[src/rtl/flit_fifo_agilex7.sv]
// ============================================================================
// flit_fifo_agilex7 - single-clock synchronous-read flit FIFO (non-show-ahead)
// Optional macro: FIFO_AGX7_PROTOCOL_CHECK_EN (simulation overflow/underflow/X checks)
// Revision: 1.0 - initial release
// ============================================================================
`default_nettype none

module flit_fifo_agilex7 #(
  parameter int WIDTH      = 32,
  parameter int DEPTH      = 2,
  parameter int FORCE_MLAB = 1
) (
  input  logic                       clk,
  input  logic                       rst_n,
  input  logic [WIDTH-1:0]           data,
  input  logic                       wrreq,
  input  logic                       rdreq,
  output logic [WIDTH-1:0]           q,
  output logic                       empty,
  output logic                       full,
  output logic [$clog2(DEPTH):0]     usedw
);

  localparam int PW = (DEPTH > 1) ? $clog2(DEPTH) : 1;
  localparam int CW = $clog2(DEPTH) + 1;
  localparam logic [CW-1:0] DEPTH_C = CW'(DEPTH);
  localparam logic [PW-1:0] LAST_C  = PW'(DEPTH - 1);

  logic [PW-1:0]    wptr_q, wptr_d;
  logic [PW-1:0]    rptr_q, rptr_d;
  logic [CW-1:0]    count_q, count_d;
  logic [WIDTH-1:0] q_q, q_d;
  logic [WIDTH-1:0] rd_word;
  logic             wr_ok, rd_ok;
  logic             empty_w, full_w;

  assign empty_w = (count_q == '0);
  assign full_w  = (count_q == DEPTH_C);

  // A read frees a slot in the same edge, so a full FIFO still accepts a paired write
  assign rd_ok = rdreq & ~empty_w;
  assign wr_ok = wrreq & (~full_w | rd_ok);

  generate
    if (FORCE_MLAB != 0) begin : g_mlab
      (* ramstyle = "MLAB" *) logic [WIDTH-1:0] mem [DEPTH];
      always_ff @(posedge clk) begin
        if (rst_n && wr_ok) mem[wptr_q] <= data;
      end
      assign rd_word = mem[rptr_q];
    end else begin : g_auto
      logic [WIDTH-1:0] mem [DEPTH];
      always_ff @(posedge clk) begin
        if (rst_n && wr_ok) mem[wptr_q] <= data;
      end
      assign rd_word = mem[rptr_q];
    end
  endgenerate

  always_comb begin
    wptr_d  = wptr_q;
    rptr_d  = rptr_q;
    count_d = count_q;
    q_d     = q_q;
    if (wr_ok) wptr_d = (wptr_q == LAST_C) ? '0 : wptr_q + PW'(1);
    if (rd_ok) begin
      rptr_d = (rptr_q == LAST_C) ? '0 : rptr_q + PW'(1);
      q_d    = rd_word;
    end
    if (wr_ok && !rd_ok)      count_d = count_q + CW'(1);
    else if (rd_ok && !wr_ok) count_d = count_q - CW'(1);
  end

  always_ff @(posedge clk) begin
    if (!rst_n) begin
      wptr_q  <= '0;
      rptr_q  <= '0;
      count_q <= '0;
      q_q     <= '0;
    end else begin
      wptr_q  <= wptr_d;
      rptr_q  <= rptr_d;
      count_q <= count_d;
      q_q     <= q_d;
    end
  end

  assign q     = q_q;
  assign empty = empty_w;
  assign full  = full_w;
  assign usedw = count_q;

`ifdef FIFO_AGX7_PROTOCOL_CHECK_EN
  integer violations_q = 0;

  always @(posedge clk) begin
    if (rst_n === 1'b1) begin
      if ($isunknown(wrreq) || $isunknown(rdreq)) begin
        $error("flit_fifo_agilex7: X/Z on wrreq/rdreq");
        violations_q <= violations_q + 1;
      end else if (wrreq && full_w && !rdreq) begin
        $error("flit_fifo_agilex7: overflow, write dropped");
        violations_q <= violations_q + 1;
      end else if (rdreq && empty_w) begin
        $error("flit_fifo_agilex7: underflow, read ignored");
        violations_q <= violations_q + 1;
      end
    end
  end
`else
`endif

endmodule

`default_nettype wire

[config.mk]
export PLATFORM = sky130hd
export DESIGN_NAME = flit_fifo_agilex7
export DESIGN_NICKNAME = d
export VERILOG_FILES = /design/src/rtl/flit_fifo_agilex7.sv
export SDC_FILE = /design/constraint.sdc
export NUM_CORES = 1
export LEC_CHECK = 0
export ABC_CLOCK_PERIOD_IN_PS = 2500
export CAP_MARGIN = 20
export CORE_UTILIZATION = 45
export DETAILED_ROUTE_END_ITERATION = 7
export PLACE_DENSITY = 0.74
export SYNTH_ARGS = -nofsm -noshare
export SYNTH_HDL_FRONTEND = slang
export SYNTH_SLANG_ARGS = --single-unit
[constraint.sdc]
create_clock -name clk -period 2.5 [get_ports clk]
set_input_delay 0.5 -clock clk [delete_from_list [all_inputs] [get_ports clk]]
set_output_delay 0.5 -clock clk [all_outputs]
set_load 0.02 [all_outputs]
==> metrics.csv <==
metric;value;unit
design.die.area;8494;um^2
grt_pass1_wl;10.05;mm
grt_use_total;15.72;%
detail_route.wirelength.met1;3.032;mm
std_cell_rows;32;
avgRoutedWirePerCell;15.46;um
n_antenna_cell;0;
timing.hold.worst.class;reg2reg;
finalWirelength;6.354;mm
post_synth_instance_area;3659;um^2
initial_utilization;46.86;%
netlist_top_cells_count;sky130_fd_sc_hd__edfxtp_1 (64), sky130_fd_sc_hd__dfxtp_1 (36), sky130_fd_sc_hd__nand2_1 (33);
clkSlewWorstSetupHoldPaths;0.09;ns
r2r_slack;0.81;ns
timing.final.hold_violations;0;
layout.nets;341;
met3_wirelength;232;um
netlist_instances;231;
timing.critical_path.from_type;flip-flop;
worst_hold_path.num_cells;1;
timing.critical_path.arrival;1.57;ns
min_from;q[2];
chipWidth;92.17;um
antenna_found_initial;0;
tritoncts_clock_tree;yes;
avgViaCountPerCell;5.054;
postLayoutCoreUtil;59.86;%
ys_warn_count;0;
regToRegStartpoint;usedw[0];
clock_sink_count;100;
tightestPinTransition;0.5962;ns
numCtsBuffers;9;
synth_cell_type_count;25;
drive_gt1_share;7.767;%
cells_resized_by_post_cts_repair;0;
period_minus_slack;2.075;ns
mappedNetlistNets;268;
worst_reg2reg_endpoint;usedw[1];
post-synth-top-area-fraction;52.53;%
top_sig_layer;met4;
worst_slew_margin_rel;60.26;%
grt_pass1_vias;2046;
synth-edff-count;64;
timing.reg2reg.worst_path_depth;5;
number_of_buffers_inserted_to_repair_setup_after_cts;0;
share_of_synthesized_registers_carrying_an_async_set_or_reset;0;%
postSynthRegisterBits;100;
dieHeight;92.17;um
fillerInstances;624;
core_area;7807;um^2
synth.yosys.seq_area_share;72.23;%
drcViolationCount;0;
routed-wl-met2;3.013;mm
postSynth.topFlopCell;sky130_fd_sc_hd__edfxtp_1;
pin_count_of_the_biggest_net_entering_global_routing;65;
layoutNonFillerInstCount;411;
portBuffers;71;
ant_nets;0;
static_leak;1.893;nW
dp_hpwl;4.012;mm
drt-initial-drc-count;90;
hold_end;q[2];
htree_levels;3;
multiInputGateArea;893.4;um^2
placed_cells;395;
cap_viol_max_count;0;
clock.fmax;482.0;MHz
cts-root-buf;sky130_fd_sc_hd__clkbuf_8;
crit_required;2.00;ns
timing_worst_setup_path_type;reg2out;
setup_viol;0;
setup_repair_after_global_routing_missed_its_margin;no;
yosysTopAreaCell;sky130_fd_sc_hd__edfxtp_1;
overflow;0;
final.period_utilization;82.98;%
cts_hold_buf;0;
flow.area_growth_from_synthesis;27.74;%
drt_first_pass_iters;4;
vias;2077;
seqCellArea;2644;um^2
design.portCount;72;
setup_total_negative_slack;0;ns
worstSetupEndpointType;primary output;
outcome;completed;
yosys.cell_count.top_type;sky130_fd_sc_hd__edfxtp_1;
worstPathMaxFanout;6;
synthesis.area_per_instance;15.84;um^2
timing_max_transition_violations_final;0;
gpl.final_weighted_congestion;0.6897;
irDropWorstVdd;0.0004256;V
cell_types_occupying_the_most_area_after_synthesis;sky130_fd_sc_hd__edfxtp_1 (53%), sky130_fd_sc_hd__dfxtp_1 (20%), sky130_fd_sc_hd__mux2i_1 (8.8%), sky130_fd_sc_hd__o211a_1 (8.8%), sky130_fd_sc_hd__nand2_1 (3.4%);
clk-insertion-delay-late;0.34;ns
cts.path.max_buffers;2;
finClkSkew;0.01196;ns
power_density;963.6;nW/um^2
-- cells in the final DEF (no fill, tap or decap) --
master,Yosys,routed
sky130_fd_sc_hd__ha_1,1,1
sky130_fd_sc_hd__nor2_1,2,1
sky130_fd_sc_hd__dfxtp_2,0,1
sky130_fd_sc_hd__clkbuf_8,0,9
sky130_fd_sc_hd__o211a_1,32,32
sky130_fd_sc_hd__clkinvlp_4,0,1
sky130_fd_sc_hd__clkinv_1,0,1
sky130_fd_sc_hd__mux2i_1,32,32
sky130_fd_sc_hd__edfxtp_1,64,64
sky130_fd_sc_hd__o21a_1,2,1
sky130_fd_sc_hd__buf_4,3,3
sky130_fd_sc_hd__xor2_1,1,1
sky130_fd_sc_hd__nand2_1,33,33
sky130_fd_sc_hd__inv_2,1,1
sky130_fd_sc_hd__buf_12,0,3
sky130_fd_sc_hd__a21boi_1,1,1
sky130_fd_sc_hd__clkbuf_1,3,2
sky130_fd_sc_hd__and3_2,0,1
sky130_fd_sc_hd__clkinv_2,0,1
sky130_fd_sc_hd__o211ai_1,1,1
sky130_fd_sc_hd__clkdlybuf4s50_1,0,71
sky130_fd_sc_hd__o22ai_1,1,1
sky130_fd_sc_hd__o21a_2,0,1
sky130_fd_sc_hd__nand2b_1,1,1
sky130_fd_sc_hd__and2_1,2,2
sky130_fd_sc_hd__dfxtp_1,36,35
sky130_fd_sc_hd__bufinv_16,0,2
sky130_fd_sc_hd__xnor2_1,2,2
sky130_fd_sc_hd__nor2_4,0,1
sky130_fd_sc_hd__or3_1,1,1
sky130_fd_sc_hd__inv_1,1,1
sky130_fd_sc_hd__o21ai_0,1,1
-- cell families after synthesis --
family                     synth area share (%)
AOI/OAI and AO/OA                         9.884
xor gates and xnor gates                 0.7183
buffers and inverters                     3.625
and+or+nand+nor                           4.446
adders and majority gates                0.3419
muxes                                     8.755
DFF                                       72.23
-- metal layers --
layer  GRT usage, %  vias to the layer above
met2          25.12                       45
met3          3.897                        5
li1               -                     1002
met1          20.90                     1025
met4          5.469                        0
met5              0                        -
-- worst max-delay path, cell delays in order, from the launching register on --
cell and delay [ns]:
sky130_fd_sc_hd__dfxtp_1 0.37, sky130_fd_sc_hd__nand2b_1 0.20, sky130_fd_sc_hd__inv_1 0.06, sky130_fd_sc_hd__clkdlybuf4s50_1 0.59
-- worst max path at each step --
| stage | depth (start not counted) | startpoint | endpoint |
|---|---|---|---|
| 3_3_place_gp | 5 | rdreq | usedw[1] |
| 3_5_place_dp | 5 | rdreq | usedw[1] |
| 2_1_floorplan | 3 | rst_n | g_mlab.mem[0][0] |
| 4_1_cts | 3 | usedw[0] | full |
| 5_1_grt | 3 | usedw[0] | full |
| 6_report | 3 | usedw[0] | full |
-- state kept, by name, indices dropped and copies added (netlist names) --
| register | count |
|---|---|
| g_mlab.mem | 64 |
| wptr_q | 1 |
| q | 32 |
| rptr_q | 1 |
| usedw | 2 |
-- where the power goes --
group | internal, mW | switching (mW) | leakage [nW]
registers | 1.99 | 0.167 | 0.884
clock network | 0.560 | 0.507 | 0.101
logic | 0.651 | 0.623 | 0.909
-- per-stage QoR --
stage | hold slack (ns) | setup slack (ns) | power (mW) | area [um^2]
after floorplan | 0.4808 | 0.3590 | 3.001 | 3661
after global placement | 0.4803 | 0.4686 | 3.450 | 4466
after detailed placement | 0.4878 | 0.4154 | 3.489 | 4466
after CTS | 0.5069 | 0.4077 | 4.551 | 4673
after global routing | 0.5240 | 0.3376 | 4.721 | 4673
final | 0.5026 | 0.4254 | 4.503 | 4673
-- layout make-up --
cell class | instances | area share [%]
clock buffers | 11 | 2.811
clock inverters | 5 | 1.633
inverters | 2 | 0.1606
multi-input cells | 114 | 19.12
flip-flops and latches | 100 | 56.57
well taps | 102 | 2.731
repair buffers | 77 | 16.97
(Power assumes the default switching activity.)
